===== src/rtl/multiboot_pkg.sv =====
// multiboot_pkg: state encoding, flash command bytes and
// serial_wb_master frame opcodes shared by the boot manager.
package multiboot_pkg;

  typedef enum logic [2:0] {
    S_PROTECT,
    S_COUNT,
    S_HALT,
    S_BOOT,
    S_UNPROT
  } boot_state_t;

  // serial_wb_master frame opcodes and registers
  localparam logic [7:0] OP_WRITE = 8'h57;
  localparam logic [7:0] OP_READ  = 8'h52;
  localparam logic [7:0] REG_CFG  = 8'h00;
  localparam logic [7:0] REG_DATA = 8'h01;

  // config register values: bit0 = SS high, bit1 = discard rx
  localparam logic [7:0] SS_LOW   = 8'h00;
  localparam logic [7:0] SS_HIGH  = 8'h01;
  localparam logic [7:0] DISCARD  = 8'h02;

  // frame length fields hold (count - 1)
  localparam logic [7:0] LEN_1     = 8'd0;
  localparam logic [7:0] LEN_2     = 8'd1;
  localparam logic [7:0] LEN_DUMMY = 8'd254;

  // flash command bytes
  localparam logic [7:0] ASCII_DIGIT0 = 8'h30;
  localparam logic [7:0] FLASH_RPD    = 8'hAB;
  localparam logic [7:0] FLASH_VWREN  = 8'h50;
  localparam logic [7:0] FLASH_WRSR1  = 8'h01;
  localparam logic [7:0] SR1_PROTECT  = 8'h24;

  localparam int PROT_LEN = 40;

endpackage


===== src/rtl/rom_to_axis.sv =====
// rom_to_axis: plays a constant byte table out as one AXIS packet,
// restarting from the first word whenever held in reset.
module rom_to_axis #(
  parameter int DEPTH = 40,
  parameter logic [8*DEPTH-1:0] CONTENTS = '0
) (
  input  logic       clk,
  input  logic       sresetn,
  input  logic       m_axis_tready,
  output logic       m_axis_tvalid,
  output logic [7:0] m_axis_tdata,
  output logic       m_axis_tlast
);

  localparam int AW = (DEPTH > 1) ? $clog2(DEPTH) : 1;

  logic [AW-1:0] idx;
  logic          active;
  logic          started;

  // Word pointer advances only on a handshake, so data holds while stalled
  always_ff @(posedge clk) begin
    if (!sresetn) begin
      idx     <= '0;
      active  <= 1'b0;
      started <= 1'b0;
    end else if (!started) begin
      started <= 1'b1;
      active  <= 1'b1;
    end else if (active && m_axis_tready) begin
      if (m_axis_tlast) active <= 1'b0;
      else              idx    <= idx + 1'b1;
    end
  end

  assign m_axis_tvalid = active;
  assign m_axis_tlast  = (idx == AW'(DEPTH - 1));
  assign m_axis_tdata  = CONTENTS[8*(DEPTH-1-int'(idx)) +: 8];

endmodule


===== src/rtl/multiboot_manager.sv =====
// multiboot_manager: flash protection, boot countdown and image pick.
// Define MULTIBOOT_UART_SELECT_EN to allow UART digits to choose an image.
module multiboot_manager
  import multiboot_pkg::*;
#(
  parameter int TIMEOUT_CYCLES = 2**27,
  parameter int NUM_LEDS       = 8,
  parameter int NUM_IMAGES     = 4,
  parameter int DEFAULT_IMAGE  = 1,
  parameter int BLINK_BIT      = 25,
  localparam int IW = (NUM_IMAGES > 1) ? $clog2(NUM_IMAGES) : 1
) (
  input  logic                clk,
  input  logic                sresetn,
  input  logic                uart_rx_valid,
  input  logic [7:0]          uart_rx_data,
  input  logic                enable_protection,
  output logic                reboot,
  output logic [IW-1:0]       image_sel,
  output logic [NUM_LEDS-1:0] leds,
  input  logic                m_axis_protect_tready,
  output logic                m_axis_protect_tvalid,
  output logic [7:0]          m_axis_protect_tdata,
  output logic                axis_protect_done
);

  localparam int TW   = $clog2(TIMEOUT_CYCLES) + 1;
  localparam int CW   = (TW > BLINK_BIT + 1) ? TW : BLINK_BIT + 1;
  localparam int STEP = TIMEOUT_CYCLES / NUM_LEDS;
  localparam logic [CW-1:0] TERM = CW'(TIMEOUT_CYCLES - 1);

  localparam logic [8*PROT_LEN-1:0] PROT_ROM = {
    OP_WRITE, REG_CFG,  LEN_1, SS_LOW,
    OP_WRITE, REG_DATA, LEN_1, FLASH_RPD,
    OP_WRITE, REG_CFG,  LEN_1, SS_HIGH | DISCARD,
    OP_READ,  REG_DATA, LEN_DUMMY,
    OP_WRITE, REG_CFG,  LEN_1, SS_LOW,
    OP_WRITE, REG_DATA, LEN_1, FLASH_VWREN,
    OP_WRITE, REG_CFG,  LEN_1, SS_HIGH,
    OP_WRITE, REG_CFG,  LEN_1, SS_LOW,
    OP_WRITE, REG_DATA, LEN_2, FLASH_WRSR1, SR1_PROTECT,
    OP_WRITE, REG_CFG,  LEN_1, SS_HIGH
  };

  boot_state_t   state;
  logic          halt;
  logic [CW-1:0] ctr;
  logic          rom_rstn;
  logic          tlast;
  logic          hs_last;
  logic          pick;
  logic [NUM_LEDS-1:0] bar;

  assign rom_rstn = sresetn && (state == S_PROTECT);
  assign hs_last  = m_axis_protect_tvalid && m_axis_protect_tready && tlast;

  rom_to_axis #(
    .DEPTH    (PROT_LEN),
    .CONTENTS (PROT_ROM)
  ) u_rom (
    .clk           (clk),
    .sresetn       (rom_rstn),
    .m_axis_tready (m_axis_protect_tready),
    .m_axis_tvalid (m_axis_protect_tvalid),
    .m_axis_tdata  (m_axis_protect_tdata),
    .m_axis_tlast  (tlast)
  );

`ifdef MULTIBOOT_UART_SELECT_EN
  logic [7:0]    digit;
  logic [IW-1:0] sel;

  assign digit = uart_rx_data - ASCII_DIGIT0;
  assign pick  = uart_rx_valid && (uart_rx_data >= ASCII_DIGIT0) &&
                 (32'(digit) < NUM_IMAGES);

  // Image choice latches together with the jump to S_BOOT
  always_ff @(posedge clk) begin
    if (!sresetn)
      sel <= IW'(DEFAULT_IMAGE);
    else if (pick && (state == S_COUNT || state == S_HALT))
      sel <= digit[IW-1:0];
  end

  assign image_sel = sel;
`else
  logic unused_data;

  assign unused_data = ^uart_rx_data;
  assign pick        = 1'b0;
  assign image_sel   = IW'(DEFAULT_IMAGE);
`endif

  // Boot sequencing; UART beats the terminal count on the same cycle
  always_ff @(posedge clk) begin
    if (!sresetn) begin
      state  <= enable_protection ? S_PROTECT : S_UNPROT;
      halt   <= 1'b0;
      ctr    <= '0;
      reboot <= 1'b0;
      axis_protect_done <= 1'b0;
    end else begin
      unique case (state)
        S_PROTECT: begin
          if (uart_rx_valid) halt <= 1'b1;
          if (hs_last) begin
            axis_protect_done <= 1'b1;
            state <= (halt || uart_rx_valid) ? S_HALT : S_COUNT;
          end
        end
        S_COUNT: begin
          if (pick) begin
            state  <= S_BOOT;
            reboot <= 1'b1;
          end else if (uart_rx_valid) begin
            state <= S_HALT;
            halt  <= 1'b1;
          end else if (ctr == TERM) begin
            state  <= S_BOOT;
            reboot <= 1'b1;
          end else begin
            ctr <= ctr + 1'b1;
          end
        end
        S_HALT: begin
          if (pick) begin
            state  <= S_BOOT;
            reboot <= 1'b1;
          end
        end
        S_BOOT: reboot <= 1'b1;
        S_UNPROT: begin
          axis_protect_done <= 1'b1;
          ctr <= ctr + 1'b1;
        end
        default: state <= S_HALT;
      endcase
    end
  end

  // Progress bar thresholds derived from the counter
  always_comb begin
    bar = '0;
    for (int i = 0; i < NUM_LEDS; i++)
      bar[i] = (ctr != '0) && (ctr > CW'(STEP * i));
  end

  // LED bar registered one cycle behind the counter
  always_ff @(posedge clk) begin
    if (!sresetn) begin
      leds <= '0;
    end else begin
      unique case (state)
        S_COUNT, S_HALT: leds <= bar;
        S_BOOT:          leds <= '1;
        S_UNPROT:        leds <= {NUM_LEDS{ctr[BLINK_BIT]}};
        default:         leds <= '0;
      endcase
    end
  end

endmodule


===== config.mk =====
export PLATFORM = sky130hd
export DESIGN_NAME = multiboot_manager
export DESIGN_NICKNAME = d
export VERILOG_FILES = /design/src/rtl/multiboot_pkg.sv /design/src/rtl/rom_to_axis.sv /design/src/rtl/multiboot_manager.sv
export SDC_FILE = /design/constraint.sdc
export NUM_CORES = 1
export LEC_CHECK = 0
export ABC_CLOCK_PERIOD_IN_PS = 3750
export BUFFER_PORTS_ARGS = -buffer_cell sky130_fd_sc_hd__buf_2
export CAP_MARGIN = 20
export CORE_MARGIN = 2
export CORE_UTILIZATION = 60
export CTS_BUF_LIST = sky130_fd_sc_hd__clkbuf_4
export CTS_CLUSTER_SIZE = 28
export DETAILED_ROUTE_END_ITERATION = 6
export GPL_ROUTABILITY_DRIVEN = 0
export PLACE_DENSITY = 0.81
export SYNTH_ARGS = -nofsm -noshare
export SYNTH_HDL_FRONTEND = slang
export SYNTH_HIERARCHICAL = 1
export SYNTH_SLANG_ARGS = --single-unit

===== constraint.sdc =====
create_clock -name clk -period 3.75 [get_ports clk]
set_clock_uncertainty 0.1 [all_clocks]
set_input_delay 0.5625 -clock clk [delete_from_list [all_inputs] [get_ports clk]]
set_output_delay 0.5625 -clock clk [all_outputs]
set_load 0.01 [all_outputs]

## Word level (Yosys, flattened, before mapping)

Cells that the tools add are included.
Widths: inputs -> output; s select.

- Flip-flop bits (word level): 50
- Input port bits: 13
- Output and inout port bits: 21
- Word-level logic and storage cells: 84

- Add/sub/neg operators: 3
- Magnitude comparators: 8
- Eq/ne operators: 15
- Shifts and indexed selects: 1
- Multiplexer cells: 20
- Bitwise logic cells: 1
- Reductions and logical operators: 27

Operators by type and width:

| operator | count |
|---|---|
| $shiftx 320x32->8 const A | 1 |
| $gt 28x27->1 const B | 4 |
| $gt 28x26->1 const B | 2 |
| $mux 28 | 2 |
| $pmux 28 s2 | 1 |
| $add 28x1->28 const B | 1 |
| $eq 28x27->1 const B | 1 |
| $gt 28x1->1 const B | 1 |
| $gt 28x25->1 const B | 1 |
| $reduce_bool 28->1 | 1 |
| $pmux 8 s3 | 1 |
| $mux 3 | 5 |
| $ne 2x2->1 const B | 7 |
| $reduce_and 3->1 | 4 |
| $logic_and 1x1->1 | 11 |
| $pmux 3 s3 | 1 |
| $mux 1 | 7 |
| $sub 6x6->7 const A | 1 |
| $add 6x1->6 const B | 1 |
| $eq 3x2->1 const B | 2 |
| $eq 6x6->1 const B | 1 |
| $reduce_and 2->1 | 3 |
| $reduce_bool 2->1 | 3 |
| $ne 4x4->1 const B | 1 |
| other kinds (10) | 12 |

## Logic depth before layout (Yosys ltp)

Gate-level depths: netlist of run 1.

- Depth in word-level cells: 5
- Mapped depth: 10
- Gate-level depth less buffers: 8

## By module

The synthesis of run 1 kept the hierarchy.

By module, submodules not included:

| module | instances | cells each | area each (um^2) | seq. area each (um^2) |
|---|---|---|---|---|
| multiboot_manager | 1 | 308 | 2474.9 | 870.8 |
| rom_to_axis | 1 | 93 | 732.0 | 160.2 |

## Worst setup path before layout of run 1

OpenSTA, ideal clock, no wires.

- Path kind: register to output
- Start point: register u_rom.idx[3]
- End point: output m_axis_protect_tdata[6]
- Arrival time: 2.090 ns
- Setup slack: 0.997 ns
- Cell stages (with the launch flop): 8
- Buffers on the path: 2
- Cells stage by stage: dfxtp_1 > buf_6 > inv_1 > ha_1 > ha_1 > nand2b_1 > o41ai_1 > buf_4

- Cells in the longest elaborated chain, start to end: 2

RTL lines:

| what | RTL line | source |
|---|---|---|
| from (decl) | rom_to_axis.sv:17 | `logic [AW-1:0] idx;` |
| from (signal assigned) | rom_to_axis.sv:32 | `else idx <= idx + 1'b1;` |
| $sub 6x6->7 | rom_to_axis.sv:38 | `assign m_axis_tdata = CONTENTS[8*(DEPTH-1-int'(idx)) +: 8];` |
| $shiftx 320x32->8 | rom_to_axis.sv:38 |  |
| to (decl) | multiboot_manager.sv:23 | `output logic [7:0] m_axis_protect_tdata,` |

Every way passes these cells.

## Final worst setup path of run 1

Same ends and word-level chain as after synthesis.

==> results of run 1 <==
-- cells in the mapped netlist, types with 3 or more instances --
cell type  count
nand2_1       52
o221ai_1       3
nand3_1       20
a2111oi_0      3
a21oi_1       33
dfxtp_1       47
a21boi_0       3
xnor2_1        3
nor2_1        28
nand2b_1      29
edfxtp_1       3
and2_1         6
and4_1         3
buf_4          4
a21o_1         3
nor2b_1        7
a21boi_1       3
ha_1           7
nand4_1       13
nor3_1         8
buf_2          6
nor4_1         8
clkbuf_1      14
mux2i_1       26
o21ai_0        7
inv_1          8
o211ai_2       3
-- critical path: stages, from the launching register on --
cell	delay, ns
dfxtp_1	0.56
inv_1	0.19
ha_1	0.25
ha_1	0.38
nand2b_1	0.21
o41ai_1	0.41
buf_2	0.20
-- flip-flops by register name (all words and copies together), names as in the netlist --
name                 count
ctr                     28
leds                     8
u_rom/idx                6
state                    3
axis_protect_done        1
halt                     1
reboot                   1
u_rom/m_axis_tvalid      1
u_rom/started            1
-- metrics by stage --
stage / area, µm² / setup WS (ns) / instances
3_5_place_dp: 3280 / 0.941 / 468
6_report: 3340 / 0.524 / 477
3_3_place_gp: 3280 / 1.01 / 468
5_1_grt: 3340 / 0.273 / 477
2_1_floorplan: 3210 / 0.997 / 401
4_1_cts: 3340 / 0.511 / 476
-- metal layers --
metal  part of all wire, %  routed length [µm]  track usage [%]
met2                    47                3220             40.6
met5                     0                   0                0
met1                    46                3150             33.1
met3                   5.5                 376             3.53
met4                  0.62                  42             4.46
-- how the worst max path moves through the flow --
stage,from,to,slack [ns],depth (start not counted)
global placement,u_rom/idx[3],m_axis_protect_tdata[4],1.01,6
detailed placement,u_rom/idx[3],m_axis_protect_tdata[4],0.94,6
floorplan,u_rom/idx[3],m_axis_protect_tdata[6],1.0,7
CTS,u_rom/idx[3],m_axis_protect_tdata[4],0.51,6
global route,u_rom/idx[3],m_axis_protect_tdata[4],0.27,8
finish,u_rom/idx[3],m_axis_protect_tdata[6],0.52,6
-- cell families (layout without fill, tap and decap cells) --
| kind of cell | after synthesis | in the layout |
|---|---|---|
| xor+xnor | 5 | 5 |
| flops | 50 | 50 |
| buf+inv | 36 | 42 |
| compound gates | 83 | 83 |
| fa+ha+maj | 7 | 7 |
| other cells | 2 | 2 |
| simple gates | 192 | 192 |
| mux | 26 | 26 |
-- where the power goes --
group          switching, W  internal [W]  total [W]
sequential        0.0000253      0.000554   0.000579
combinational     0.0000758     0.0000423   0.000118
clock              0.000172     0.0000737   0.000245
total              0.000273      0.000670   0.000943
-- final cells by class --
type,instances,share of cell area [%]
Clock buffer,5,1.12
Clock inverter,3,0.636
Inverter,9,1.01
Multi-Input combinational cell,315,59.9
Sequential cell,50,30.8
Tap cell,70,2.62
Timing Repair Buffer,25,3.82
==> flow_metrics.py, run 1 <==
metrics = {
    "synth": {
        "synth.area.mux_share_pct": 8.12,
        "ys_seq_elements": 50,
        "synth_compound_gate_area_share_pct": 17.9,
        "synth-warning-count": 6,
        "synth_cells": 401,
        "synth.net_count": 421,
        "yosys.area.top_type": "dfxtp_1",
        "part_of_the_yosys_area_used_for_sequential_elements_pct": 32.1,
        "dominantRegCellSynth": "dfxtp_1",
        "yosys.area_share.simple_pct": 32.1,
        "synth-adder-area-share_pct": 2.73,
        "asr_flop_ratio_synth_pct": 0,
        "synth_edf_count": 3,
        "synth-xor-area-share_pct": 1.37,
        "mappedNetlistArea_um2": 3210,
        "yosys.area.top_type_share_pct": 29.3,
        "avgSynthCellArea_um2": 8.00,
        "synth.area.top_cells": "dfxtp_1 (29%), mux2i_1 (8.1%), nand2_1 (6.1%), nand2b_1 (5.7%), a21oi_1 (5.2%)",
        "largest_family_of_logic_cells_by_synthesized_area": "simple AND/OR/NAND/NOR gates",
        "synth_cell_type_count": 66,
    },
    "worst_hold_path": {
        "min-delay-start": "enable_protection",
        "path_category_of_the_worst_min_delay_check": "primary input to flip-flop",
        "endpoint_of_the_worst_hold_path": "state[2]",
        "cell_depth_of_the_worst_min_delay_path": 2,
    },
    "clock_tree": {
        "buffer_depth_of_the_longest_clock_path": 2,
        "postCtsResizedCells": 0,
        "clk_pin_slew_ns": 0.14,
        "h-tree-depth": 2,
        "post_cts.repair.setup_buffers": 0,
        "number_of_buffers_inserted_for_hold_repair_after_clock_tree_synthesis": 0,
        "tritoncts_sinks": 50,
        "cts_tree": "done",
        "cell_at_the_root_of_the_clock_tree": "clkbuf_4",
        "numCtsBuffers": 5,
        "insertion_delay_of_the_later_clocked_pin_in_the_worst_skew_pair_ns": 0.37,
    },
    "layout": {
        "layout.core_utilization_pct": 65.0,
        "most_common_cell_after_layout_fill_and_taps_aside": "nand2_1",
        "antenna_cells_inserted": 0,
        "finish.net_count": 426,
        "area.growth.synth_to_final_pct": 4.21,
        "drive_gt1_share_pct": 11.3,
        "multi_input_area_um2": 2000,
        "final-seq-area_um2": 1030,
        "final_cell_mix": "nand2_1 (52), dfxtp_1 (47), a21oi_1 (33)",
        "final.fill_count": 472,
    },
    "floorplanning": {
        "die_area_um2": 5950,
        "initial_util_pct": 62.4,
        "top_level_ports": 34,
        "std_cell_rows": 26,
        "chipHeight_um": 77.1,
        "core-area_um2": 5140,
        "die_width_um": 77.1,
    },
    "routing": {
        "drt_iter0_markers": 195,
        "drt-wirelength-per-cell_um": 14.2,
        "detailroute.via_count": 2889,
        "avgViaCountPerCell": 6.06,
        "drcViolationCount": 0,
        "antenna_left": 0,
        "drt_pre_antenna_iters": 5,
        "postRouteWirelength_um": 6790,
    },
    "power": {
        "ir_drop_uv": 260,
        "report.power.total_w": 0.000943,
        "power_density_relative_to_cell_area_nw_per_um2": 282,
        "p_leak_nw": 1.15,
    },
    "timing": {
        "layout_worst_path_cycle_share_pct": 86.0,
        "final_hold_slack_ns": 0.370,
        "max_slew.worst_pin.slew_ns": 0.648,
        "clock_period_minus_worst_slack_ns": 3.23,
        "hold_viol_final": 0,
        "timing_max_transition_violations_final": 0,
        "setup-tns-final_ns": 0,
        "grt_setup_unrepaired": "false",
        "timing.final.setup_violations": 0,
        "achievable-frequency_ghz": 0.310,
        "max_slew_margin_pct": 56.5,
    },
    "grt": {
        "grt_start_max_net_pins": 55,
        "grt_overflow_total": 0,
        "global_route_wire_length_before_repair_um": 12100,
        "first_global_vias": 2691,
        "groute.usage.overall_pct": 24.1,
        "grt_antenna_before_repair": 0,
    },
    "outcome": {
        "status": "completed",
    },
    "setup_path": {
        "timing.reg2reg.setup_slack_ns": 1.34,
        "reg2reg_depth": 5,
        "end_kind": "primary output",
        "worst_r2r_startpoint": "ctr[24]",
        "worst-path-max-fanout": 11,
        "worst_r2r_endpoint": "state[0]",
        "path_class": "flip-flop to primary output",
        "timing.critical_path.from_type": "flip-flop",
        "critical_path_required_ns": 3.09,
        "critPathArrivalTime_ns": 2.56,
    },
    "placed_design": {
        "buffer_ports.inserted": 23,
        "detailed_place_hpwl_um": 4910,
    },
    "flow_run": {
        "max-cap-violations": 0,
    },
}
Power figures use the tool's default switching activity.
==> run 2: changes to the inputs <==
--- a/config.mk
+++ b/config.mk
@@ -9,12 +9,11 @@
 export BUFFER_PORTS_ARGS = -buffer_cell sky130_fd_sc_hd__buf_2
 export CAP_MARGIN = 20
 export CORE_MARGIN = 2
-export CORE_UTILIZATION = 60
+export CORE_UTILIZATION = 35
 export CTS_BUF_LIST = sky130_fd_sc_hd__clkbuf_4
 export CTS_CLUSTER_SIZE = 28
 export DETAILED_ROUTE_END_ITERATION = 6
 export GPL_ROUTABILITY_DRIVEN = 0
-export PLACE_DENSITY = 0.81
 export SYNTH_ARGS = -nofsm -noshare
 export SYNTH_HDL_FRONTEND = slang
 export SYNTH_HIERARCHICAL = 1
==> run 2 against run 1 <==
Effect of this change:
- clock power rose by 4%
- flip-flop and latch count stayed put
- via count down 3.9%
- setup slack worse by 0.10 ns
- final cell count rose by 8.0%
- critical path type unchanged
- fmax down 3.1%
- largest cell class unchanged
- non-clock buffer count unchanged
- largest power group unchanged
- sequential share of layout area down 0.42 points
- core utilization decreased by 27 points
- cell area up 1.4%
==> flow_metrics.py, run 2 (same netlist as run 1, synthesis figures left out) <==
metrics = {
    "placed_design": {
        "dpl_worst_slack_ns": 0.873,
        "placement.cell_area_um2": 3330,
        "buffer_ports.inserted": 23,
        "detailed_place_hpwl_um": 5040,
        "place.detailed.instances": 506,
    },
    "timing": {
        "grt_setup_unrepaired": "false",
        "layout_worst_path_cycle_share_pct": 88.8,
        "max_slew_margin_pct": 58.2,
        "final.setup.worst_slack_ns": 0.422,
        "timing_max_transition_violations_final": 0,
        "hold_viol_final": 0,
        "clock_period_minus_worst_slack_ns": 3.33,
        "max_slew.worst_pin.slew_ns": 0.627,
        "timing.final.setup_violations": 0,
        "setup-tns-final_ns": 0,
        "achievable-frequency_ghz": 0.300,
    },
    "grt": {
        "first_global_vias": 2634,
        "grt_start_max_net_pins": 55,
        "groute.usage.overall_pct": 14.8,
        "global_route_wire_length_before_repair_um": 12200,
        "grt_overflow_total": 0,
        "grt_antenna_before_repair": 0,
    },
    "clock_tree": {
        "post_cts.repair.setup_buffers": 0,
        "number_of_buffers_inserted_for_hold_repair_after_clock_tree_synthesis": 0,
        "clk_pin_slew_ns": 0.15,
        "cell_at_the_root_of_the_clock_tree": "clkbuf_4",
        "buffer_depth_of_the_longest_clock_path": 2,
        "tritoncts_sinks": 50,
        "postCtsResizedCells": 0,
        "cts_tree": "done",
        "h-tree-depth": 2,
        "numCtsBuffers": 5,
        "insertion_delay_of_the_later_clocked_pin_in_the_worst_skew_pair_ns": 0.37,
    },
    "outcome": {
        "status": "completed",
    },
    "routing": {
        "drcViolationCount": 0,
        "postRouteWirelength_um": 7000,
        "detailroute.via_count": 2776,
        "antenna_left": 0,
        "avgViaCountPerCell": 5.39,
        "drt-wirelength-per-cell_um": 13.6,
        "drt_pre_antenna_iters": 4,
        "drt_iter0_markers": 161,
    },
    "layout": {
        "flip_flop_count_of_the_largest_register_all_copies_and_words_added": 28,
        "final_std_cells_w_o_fill": 515,
        "design_area_um2": 3390,
        "most_common_cell_after_layout_fill_and_taps_aside": "nand2_1",
        "final_cell_mix": "nand2_1 (52), dfxtp_1 (47), a21oi_1 (33)",
        "max_flop_register": "ctr",
        "finish.net_count": 426,
        "layout_top_registers": "ctr (28), leds (8), u_rom/idx (6)",
        "final.fill_count": 941,
        "area.growth.synth_to_final_pct": 5.66,
        "drive_gt1_share_pct": 11.3,
        "antenna_cells_inserted": 0,
    },
    "setup_path": {
        "critPathArrivalTime_ns": 2.67,
        "worst-path-max-fanout": 11,
        "path_class": "flip-flop to primary output",
        "end_kind": "primary output",
        "timing.critical_path.from_type": "flip-flop",
        "critical_path_required_ns": 3.09,
    },
    "floorplanning": {
        "core-area_um2": 8810,
        "die_width_um": 99.7,
        "std_cell_rows": 34,
        "die_area_um2": 9940,
        "top_level_ports": 34,
        "chipHeight_um": 99.7,
        "initial_util_pct": 36.4,
    },
    "power": {
        "power_density_relative_to_cell_area_nw_per_um2": 281,
        "ir_drop_uv": 116,
        "p_leak_nw": 1.15,
        "report.power.total_w": 0.000951,
    },
    "flow_run": {
        "max-cap-violations": 0,
    },
    "worst_hold_path": {
        "path_category_of_the_worst_min_delay_check": "primary input to flip-flop",
    },
}
run 2: changes by cell type in the layout (fill, tap and decap cells not counted), sizes merged:
cell and delta:
clkinv -2, clkinvlp +1, inv +1
run 2: where the power goes:
part | leakage [nW] | total (W) | switching (W) | internal [W]
logic | 0.706 | 0.000117 | 0.0000740 | 0.0000425
registers | 0.411 | 0.000579 | 0.0000246 | 0.000554
clock network | 0.0292 | 0.000256 | 0.000182 | 0.0000737
run 2: through the flow:
stage / util (%) / hold slack, ns
2_1_floorplan: - / 0.318
3_5_place_dp: 37.8 / 0.348
4_1_cts: 38.4 / 0.343
5_1_grt: 38.5 / 0.332
6_report: 38.5 / 0.352
3_3_place_gp: 37.8 / 0.329
run 2: worst paths after layout:
check	slack (ns)	cells after the start	start	endpoint
max	0.42	8	u_rom/idx[3]	m_axis_protect_tdata[4]
min	0.35	2	enable_protection	state[2]
max reg2reg	1.36	5	state[1]	ctr[26]
min reg2reg	0.36	1	u_rom/started	u_rom/m_axis_tvalid
run 2: critical path, cell delays in order (launching register included):
cell and delay (ns):
dfxtp_1 0.61, inv_1 0.24, ha_1 0.26, ha_1 0.42, nor2_1 0.06, nor4_1 0.24
o21bai_1 0.17, o41ai_1 0.10, buf_2 0.20
run 2: final cells by class:
class | count | area [µm²] | area share, %
Sequential cell | 50 | 1030 | 30.4
Inverter | 9 | 33.8 | 0.997
Clock buffer | 5 | 37.5 | 1.11
Timing Repair Buffer | 25 | 128 | 3.77
Multi-Input combinational cell | 315 | 2000 | 59.1
Tap cell | 108 | 135 | 3.99
Clock inverter | 3 | 20.0 | 0.591
run 2: routing by layer:
metal	global-route usage (%)	vias to the layer above	wire, µm
met5	0	-	0
met4	4.43	0	92
met3	2.88	8	240
met2	23.6	45	3130
met1	20.2	1277	3540
li1	-	1446	-
==> run 3: changes to the inputs <==
--- a/config.mk
+++ b/config.mk
@@ -14,6 +14,7 @@
 export CTS_CLUSTER_SIZE = 28
 export DETAILED_ROUTE_END_ITERATION = 6
 export GPL_ROUTABILITY_DRIVEN = 0
+export RECOVER_POWER = 25
 export SYNTH_ARGS = -nofsm -noshare
 export SYNTH_HDL_FRONTEND = slang
 export SYNTH_HIERARCHICAL = 1
==> run 3 against run 2 <==
Effect of this change:
- setup slack lost 0.0032 ns
- routed wire length is essentially flat
- flip-flop and latch count unchanged
- non-clock buffer count is the same
- clock power about the same
- via count is 0.22% higher
- the run now ends with max-capacitance violations, max-slew violations left
- sequential share of layout area is 0.18 points higher
- count of clock-buffer cells in the layout stayed put
- sequential power about the same
- critical path depth unchanged
==> flow_metrics.py, run 3 (same netlist as run 1, synthesis figures left out) <==
metrics = {
    "floorplanning": {
        "core-area_um2": 8810,
        "top_level_ports": 34,
        "die_area_um2": 9940,
        "std_cell_rows": 34,
        "initial_util_pct": 36.4,
        "die_width_um": 99.7,
        "chipHeight_um": 99.7,
    },
    "power": {
        "swShare_pct": 29.6,
        "design_internal_power_w": 0.000669,
        "power_density_relative_to_cell_area_nw_per_um2": 282,
        "p_leak_nw": 1.09,
        "report.power.total_w": 0.000950,
        "register_share_of_total_power_pct": 61.0,
        "power.share.clock_pct": 26.9,
        "total_switching_power_w": 0.000281,
        "gate_power_share_pct": 12.1,
        "ir_drop_uv": 117,
    },
    "setup_path": {
        "timing.critical_path.mode_cell": "ha_1",
        "critPathArrivalTime_ns": 2.67,
        "end_kind": "primary output",
        "critPathMaxStageDelay_ns": 0.61,
        "timing.critical_path.from_type": "flip-flop",
        "crit_slowest_cell": "dfxtp_1",
        "critical_path.top_delay_family": "adder cells",
        "crit_path_cell_trace": "inv_1 -> ha_1 -> ha_1 -> nor2_1 -> nor4_1 -> o21bai_1 -> o41ai_1 -> buf_2",
        "reg2reg_depth": 8,
        "cp_num_buf_inv": 2,
        "cp.depth": 8,
        "worst-path-max-fanout": 11,
        "critical_path_required_ns": 3.09,
        "path_class": "flip-flop to primary output",
    },
    "routing": {
        "drcViolationCount": 0,
        "antenna_left": 0,
        "drt_pre_antenna_iters": 4,
        "detailroute.via_count": 2782,
        "postRouteWirelength_um": 7010,
        "drt_iter0_markers": 155,
        "drt-wirelength-per-cell_um": 13.6,
        "avgViaCountPerCell": 5.40,
    },
    "layout": {
        "finish.net_count": 426,
        "antenna_cells_inserted": 0,
        "layout_top_registers": "ctr (28), leds (8), u_rom/idx (6)",
        "layout.core_utilization_pct": 38.2,
        "final_cell_mix": "nand2_1 (52), dfxtp_1 (47), a21oi_1 (33)",
        "max_flop_register": "ctr",
        "area.growth.synth_to_final_pct": 5.03,
        "flip_flop_count_of_the_largest_register_all_copies_and_words_added": 28,
        "drive_gt1_share_pct": 7.86,
        "most_common_cell_after_layout_fill_and_taps_aside": "nand2_1",
    },
    "clock_tree": {
        "insertion_delay_of_the_later_clocked_pin_in_the_worst_skew_pair_ns": 0.37,
        "cell_at_the_root_of_the_clock_tree": "clkbuf_4",
        "number_of_buffers_inserted_for_hold_repair_after_clock_tree_synthesis": 0,
        "postCtsResizedCells": 0,
        "h-tree-depth": 2,
        "clk_pin_slew_ns": 0.15,
        "buffer_depth_of_the_longest_clock_path": 2,
        "cts_tree": "done",
        "post_cts.repair.setup_buffers": 0,
        "numCtsBuffers": 5,
        "tritoncts_sinks": 50,
    },
    "worst_hold_path": {
        "path_category_of_the_worst_min_delay_check": "primary input to flip-flop",
        "cell_depth_of_the_worst_min_delay_path": 2,
    },
    "timing": {
        "timing.final.setup_violations": 0,
        "clock_period_minus_worst_slack_ns": 3.33,
        "layout_worst_path_cycle_share_pct": 88.8,
        "timing_max_transition_violations_final": 55,
        "max_slew_margin_pct": -39.9,
        "final.setup.worst_slack_ns": 0.418,
        "hold_viol_final": 0,
        "final_hold_slack_ns": 0.352,
        "setup-tns-final_ns": 0,
        "achievable-frequency_ghz": 0.300,
        "grt_setup_unrepaired": "false",
        "max_slew.worst_pin.slew_ns": 2.10,
    },
    "grt": {
        "grt_overflow_total": 0,
        "grt_start_max_net_pins": 55,
        "global_route_wire_length_before_repair_um": 12200,
        "groute.usage.overall_pct": 14.8,
        "first_global_vias": 2634,
        "grt_antenna_before_repair": 0,
    },
    "flow_run": {
        "max-cap-violations": 1,
    },
    "placed_design": {
        "dpl_worst_slack_ns": 0.873,
        "detailed_place_hpwl_um": 5040,
        "buffer_ports.inserted": 23,
    },
    "outcome": {
        "failed_checks": "max-capacitance violations, max-slew violations",
        "status": "finished, violations left",
    },
}
[run 3: changes by cell type in the layout (fill, tap and decap cells not counted)]
cell      change
buf_2        -12
buf_4         -1
clkbuf_2      -1
clkbuf_1     +14
[run 3: power by group through the flow]
stage                     sequential [W]  combinational, W  clock (W)
after global placement          0.000589          0.000113          0
after floorplan                 0.000579         0.0000945          0
after CTS                       0.000579          0.000116   0.000269
after global routing            0.000584          0.000130   0.000290
final                           0.000579          0.000115   0.000256
after detailed placement        0.000590          0.000116          0
[run 3: metrics by stage]
stage / cell area [µm²] / instances
after floorplan: 3210 / 401
after global placement: 3330 / 506
after detailed placement: 3330 / 506
after CTS: 3380 / 514
after global routing: 3370 / 515
final: 3370 / 515
[run 3: area by class of cell]
class / instances / area (µm²)
tap: 108 / 135
fill: 943 / 5440
clock inverter: 3 / 20.0
sequential: 50 / 1030
inverter: 9 / 33.8
timing repair buffer: 25 / 108
clock buffer: 5 / 37.5
multi-input combinational: 315 / 2000
[run 3: worst paths after layout]
kind | start | to | slack (ns)
worst min register to register | u_rom/started | u_rom/m_axis_tvalid | 0.36
worst max-delay path | u_rom/idx[3] | m_axis_protect_tdata[4] | 0.42
worst max register to register | u_rom/idx[3] | state[2] | 1.32
worst min-delay path | enable_protection | state[2] | 0.35
[run 3: routing by layer]
| layer | vias up | track usage (%) | share of wire, % |
|---|---|---|---|
| met5 | - | 0 | 0 |
| met4 | 0 | 4.43 | 1.3 |
| met3 | 8 | 2.88 | 3.5 |
| met2 | 44 | 23.6 | 44 |
| met1 | 1280 | 20.2 | 51 |
| li1 | 1450 | - | - |
